===== src/rtl/sonar_sequenciador.sv =====
`default_nettype none
// =============================================================================
// sonar_sequenciador : sweep controller that positions the servo, measures and transmits
// Rev 1.0
// =============================================================================
module sonar_sequenciador #(
  parameter int SETTLE_CYCLES  = 25000000,
  parameter int TIMEOUT_CYCLES = 3000000,
  parameter int N_CHARS        = 8
) (
  input  logic       clock,
  input  logic       reset,
  input  logic       ligar,
  input  logic       sensor_pronto,
  input  logic       serial_pronto,
  output logic       medicao,
  output logic       transmissao,
  output logic [2:0] sel_posicao,
  output logic [2:0] sel_rom,
  output logic [2:0] sel_transmissao,
  output logic       erro_medida,
  output logic       fim_posicao,
  output logic [3:0] db_estado
);

  localparam int MAX_WAIT = (SETTLE_CYCLES > TIMEOUT_CYCLES) ? SETTLE_CYCLES : TIMEOUT_CYCLES;
  localparam int TIMER_W  = (MAX_WAIT > 1) ? $clog2(MAX_WAIT) : 1;

  localparam logic [TIMER_W-1:0] SETTLE_LAST  = TIMER_W'(SETTLE_CYCLES - 1);
  localparam logic [TIMER_W-1:0] TIMEOUT_LAST = TIMER_W'(TIMEOUT_CYCLES - 1);
  localparam logic [2:0]         LAST_CHAR    = 3'(N_CHARS - 1);
  localparam logic [2:0]         POS_MAX      = 3'd7;
  localparam logic [2:0]         POS_MIN      = 3'd0;

  typedef enum logic [3:0] {
    INICIAL        = 4'd0,
    ESPERA_SERVO   = 4'd1,
    MEDE           = 4'd2,
    AGUARDA_MEDIDA = 4'd3,
    TRANSMITE      = 4'd4,
    AGUARDA_SERIAL = 4'd5,
    PROXIMO_CHAR   = 4'd6,
    FIM_POSICAO    = 4'd7,
    MOVE           = 4'd8
  } state_t;

  state_t               state_q, state_d;
  logic [TIMER_W-1:0]   timer_q, timer_d;
  logic [TIMER_W-1:0]   timer_inc;
  logic [2:0]           sel_posicao_q, sel_posicao_d;
  logic [2:0]           sel_transmissao_q, sel_transmissao_d;
  logic                 dir_down_q, dir_down_d;
  logic                 erro_medida_q, erro_medida_d;
  logic                 medicao_q, medicao_d;
  logic                 transmissao_q, transmissao_d;
  logic                 fim_posicao_q, fim_posicao_d;

  // Saturating increment: the timer holds at all-ones instead of wrapping.
  assign timer_inc = (timer_q == {TIMER_W{1'b1}}) ? timer_q : timer_q + TIMER_W'(1);

  always_comb begin
    state_d           = state_q;
    timer_d           = '0;
    sel_posicao_d     = sel_posicao_q;
    sel_transmissao_d = sel_transmissao_q;
    dir_down_d        = dir_down_q;
    erro_medida_d     = erro_medida_q;

    case (state_q)
      INICIAL: begin
        if (ligar) begin
          state_d = ESPERA_SERVO;
        end
      end

      ESPERA_SERVO: begin
        if (timer_q == SETTLE_LAST) begin
          state_d = MEDE;
        end else begin
          timer_d = timer_inc;
        end
      end

      MEDE: begin
        sel_transmissao_d = '0;
        state_d           = AGUARDA_MEDIDA;
      end

      AGUARDA_MEDIDA: begin
        // A completed measurement takes priority over a coincident timeout.
        if (sensor_pronto) begin
          erro_medida_d = 1'b0;
          state_d       = TRANSMITE;
        end else if (timer_q == TIMEOUT_LAST) begin
          erro_medida_d = 1'b1;
          state_d       = TRANSMITE;
        end else begin
          timer_d = timer_inc;
        end
      end

      TRANSMITE: begin
        state_d = AGUARDA_SERIAL;
      end

      AGUARDA_SERIAL: begin
        if (serial_pronto) begin
          state_d = PROXIMO_CHAR;
        end
      end

      PROXIMO_CHAR: begin
        if (sel_transmissao_q == LAST_CHAR) begin
          state_d = FIM_POSICAO;
        end else begin
          sel_transmissao_d = sel_transmissao_q + 3'd1;
          state_d           = TRANSMITE;
        end
      end

      FIM_POSICAO: begin
        state_d = MOVE;
      end

      MOVE: begin
        // Endpoints bounce directly to their neighbour so each is visited once per turn.
        if (!dir_down_q) begin
          if (sel_posicao_q == POS_MAX) begin
            dir_down_d    = 1'b1;
            sel_posicao_d = POS_MAX - 3'd1;
          end else begin
            sel_posicao_d = sel_posicao_q + 3'd1;
          end
        end else begin
          if (sel_posicao_q == POS_MIN) begin
            dir_down_d    = 1'b0;
            sel_posicao_d = POS_MIN + 3'd1;
          end else begin
            sel_posicao_d = sel_posicao_q - 3'd1;
          end
        end
        state_d = ligar ? ESPERA_SERVO : INICIAL;
      end

      default: begin
        state_d = INICIAL;
      end
    endcase

    medicao_d     = (state_d == MEDE);
    transmissao_d = (state_d == TRANSMITE);
    fim_posicao_d = (state_d == FIM_POSICAO);
  end

  always_ff @(posedge clock or posedge reset) begin
    if (reset) begin
      state_q           <= INICIAL;
      timer_q           <= '0;
      sel_posicao_q     <= '0;
      sel_transmissao_q <= '0;
      dir_down_q        <= 1'b0;
      erro_medida_q     <= 1'b0;
      medicao_q         <= 1'b0;
      transmissao_q     <= 1'b0;
      fim_posicao_q     <= 1'b0;
    end else begin
      state_q           <= state_d;
      timer_q           <= timer_d;
      sel_posicao_q     <= sel_posicao_d;
      sel_transmissao_q <= sel_transmissao_d;
      dir_down_q        <= dir_down_d;
      erro_medida_q     <= erro_medida_d;
      medicao_q         <= medicao_d;
      transmissao_q     <= transmissao_d;
      fim_posicao_q     <= fim_posicao_d;
    end
  end

  assign medicao         = medicao_q;
  assign transmissao     = transmissao_q;
  assign sel_posicao     = sel_posicao_q;
  assign sel_rom         = sel_posicao_q;
  assign sel_transmissao = sel_transmissao_q;
  assign erro_medida     = erro_medida_q;
  assign fim_posicao     = fim_posicao_q;
  assign db_estado       = state_q;

endmodule
`default_nettype wire


===== config.mk =====
export PLATFORM = sky130hd
export DESIGN_NAME = sonar_sequenciador
export DESIGN_NICKNAME = d
export VERILOG_FILES = /design/src/rtl/sonar_sequenciador.sv
export SDC_FILE = /design/constraint.sdc
export NUM_CORES = 1
export LEC_CHECK = 0
export BUFFER_PORTS_ARGS = -buffer_cell sky130_fd_sc_hd__buf_2
export CAP_MARGIN = 10
export CORE_MARGIN = 4
export CORE_UTILIZATION = 55
export CTS_BUF_LIST = sky130_fd_sc_hd__clkbuf_8
export DETAILED_ROUTE_END_ITERATION = 16
export HOLD_SLACK_MARGIN = 0.06
export PLACE_DENSITY = 0.72
export SKIP_CTS_REPAIR_TIMING = 1
export SYNTH_ARGS = -nofsm -noshare
export SYNTH_HDL_FRONTEND = slang
export SYNTH_SLANG_ARGS = --single-unit

===== constraint.sdc =====
create_clock -name clock -period 3.8 [get_ports clock]
set_input_delay 0.57 -clock clock [delete_from_list [all_inputs] [get_ports clock]]
set_output_delay 0.57 -clock clock [all_outputs]
set_load 0.02 [all_outputs]

==> impl_metrics.env <==
export IMPL_max_stage_delay_ns=0.64
export IMPL_holdWs_ns=0.387
export IMPL_critPathLaunchType="flop"
export IMPL_grt_pass1_wl_um=8160
export IMPL_layout_common_cells="dfrtp_1, nor2_1, nand2_1, buf_2, a21oi_1"
export IMPL_dp_cells=311
export IMPL_routed_via_density=5.86
export IMPL_tritoncts="built"
export IMPL_initial_core_util=0.576
export IMPL_yosysWarnings=0
export IMPL_synth_top_area_cell="dfrtp_1"
export IMPL_antenna_found_initial=0
export IMPL_maxCapViolations=0
export IMPL_grt_max_degree=41
export IMPL_postPlaceCellArea_um2=2420
export IMPL_port_buffers=21
export IMPL_synth_seq_cells=40
export IMPL_drc=0
export IMPL_drive_gt1_frac=0.149
export IMPL_powerDensity_nw_per_um2=347
export IMPL_die_h_um=73.0
export IMPL_ys_types=46
export IMPL_routed_wl_um=4730
export IMPL_drtPass1Iterations=4
export IMPL_wl_per_cell_um=14.8
export IMPL_outcome="finished, final reports clean"
export IMPL_cp_buffers_inverters=0
export IMPL_grt_pass1_vias=1719
export IMPL_die_w_um=73.0
export IMPL_ir_worst_vdd_mv=0.317
export IMPL_clk_latency_ns=0.29
export IMPL_required_ns=3.93
export IMPL_h_tree_depth=2
export IMPL_cp_top_family="compound AO/OA/AOI/OAI gates"
export IMPL_gp_congestion=0.867
export IMPL_hp_class="input port to async pin"
export IMPL_ant_nets=0
export IMPL_syn_num_nets=264
export IMPL_fin_cells=319
export IMPL_synth_edf_count=0
export IMPL_fillers=363
export IMPL_fin_util=0.625
export IMPL_drv_slew=0
export IMPL_cp_slowest_cell="o2111ai_4"
export IMPL_worstMarginPinSlew_ns=0.764
export IMPL_crit_chain="or4b_1 -> nor4_2 -> a21oi_2 -> o2111ai_4 -> o311ai_1"
export IMPL_cts_max_path_buffers=2
export IMPL_fin_area_um2=2520
export IMPL_die_area_um2=5330
export IMPL_syn_avg_cell_area_um2=9.22
export IMPL_clkTransAtPathRegs_ns=0.08
export IMPL_hold_viol=0
export IMPL_track_usage=0.194
export IMPL_cts_root_buf="clkbuf_8"
export IMPL_slew_headroom=0.486
export IMPL_clock_fmax_ghz=0.399
export IMPL_critPathCaptureType="flop"
export IMPL_num_antenna_cells=0
export IMPL_vias=1870
export IMPL_critPathKind="flop to flop"
export IMPL_grt_ovfl_total=0
export IMPL_arrival_ns=2.64
export IMPL_cts_buffers=5
export IMPL_syn_area_um2=2320
export IMPL_dp_slack_ns=1.30
export IMPL_finClkSkew_ns=0.00391
export IMPL_fin_ws_ns=1.29
export IMPL_rsz0062_at_grt="false"
export IMPL_layout_commonest_cell="dfrtp_1"
export IMPL_netlist_top_cells_area="dfrtp_1, xnor2_1, nor2_1"
export IMPL_finalCriticalPeriod_ns=2.51
export IMPL_synthToLayoutAreaGrowth_pct=8.35
export IMPL_setup_viol=0
export IMPL_synthArstFlopShare=1.00
export IMPL_finalCritPeriodShare=0.659
export IMPL_ioPinCount=22
export IMPL_timing_setup_tns_ns=0
export IMPL_cp_max_fo=26
export IMPL_initialDrtViolationCount=93
export IMPL_synthFlopType="dfrtp_1"
export IMPL_nets=280
export IMPL_core_um2=4030
export IMPL_p_leak_nw=1.11
export IMPL_syn_inst=252
export IMPL_design_power_total_uw=873
export IMPL_synth_top_area_frac=0.431
export IMPL_hpwl_um=3290
export IMPL_clock_sinks=40
export IMPL_rows=23
export IMPL_synth_seq_area_share=0.431
## cells by family (layout without fill, tap and decap cells)
logic type                 Yosys count  in the layout  synth area share
muxes                                1              1           0.00431
and+or+nand+nor                    112            112             0.256
xor gates and xnor gates            20             20            0.0754
adders and majority gates            7              7            0.0377
AOI/OAI and AO/OA                   49             49             0.145
DFF                                 40             40             0.431
buffers and inverters               23             40            0.0496
## layer usage
metal | global-route usage | up-vias | share of wire | wire length, um
met2 | 0.295 | 25 | 0.45 | 2140
li1 | - | 927 | - | -
met5 | 0 | - | 0 | 0
met3 | 0.0399 | 8 | 0.030 | 143
met4 | 0.0676 | 0 | 0.018 | 85
met1 | 0.275 | 910 | 0.50 | 2360
## power breakdown
group | internal [mW] | switching [mW] | leakage [nW]
Clock | 0.145 | 0.148 | 0.0510
Sequential | 0.452 | 0.0329 | 0.536
Combinational | 0.0402 | 0.0549 | 0.528
Total | 0.637 | 0.236 | 1.11
## worst paths after layout
kind / startpoint / end / slack (ns) / depth (start not counted)
worst max-delay path: timer_q[20]$_DFF_PP0_ / db_estado[0]$_DFF_PP0_ / 1.29 / 5
worst min-delay path: reset / sel_posicao[2]$_DFFE_PP0N_ / 0.39 / 3
worst max register to register: timer_q[20]$_DFF_PP0_ / db_estado[0]$_DFF_PP0_ / 1.29 / 5
worst min register to register: timer_q[24]$_DFF_PP0_ / timer_q[24]$_DFF_PP0_ / 0.53 / 2
max in group asynchronous: reset / timer_q[24]$_DFF_PP0_ / 3.07 / 3
min in group clock: sensor_pronto / erro_medida$_DFFE_PP0P_ / 0.49 / 2
## worst min-delay path: stages
cell and delay, ns:
buf_2 0.10, inv_1 0.04, buf_4 0.42
## flip-flops by register name, summed over array words and instances (netlist names)
register	flops
transmissao	1
timer_q	25
sel_transmissao	3
dir_down_q	1
medicao	1
erro_medida	1
fim_posicao	1
db_estado	4
sel_posicao	3
## area by class of cell
type | count | area, um^2 | area share
clock buffer | 6 | 82.6 | 0.0328
sequential | 40 | 1000 | 0.398
clock inverter | 2 | 10.0 | 0.00398
multi-input combinational | 189 | 1210 | 0.479
inverter | 9 | 33.8 | 0.0134
tap | 50 | 62.6 | 0.0249
timing repair buffer | 23 | 120 | 0.0477
## synth_stat cells (2+ instances only)
master,count
a211oi_1,6
a21boi_0,2
a21oi_1,17
a22oi_1,2
a31oi_1,4
and2_1,4
and3_1,7
and4_1,2
buf_2,2
buf_4,3
buf_6,2
clkbuf_1,7
dfrtp_1,40
ha_1,7
inv_1,9
nand2_1,21
nand2b_1,3
nand3_1,15
nand4_1,10
nor2_1,29
nor3_1,7
nor4_2,3
o21a_1,2
o21ai_0,6
or4b_1,3
xnor2_1,14
xor2_1,6
No activity file was read; power rests on OpenSTA's default activity.
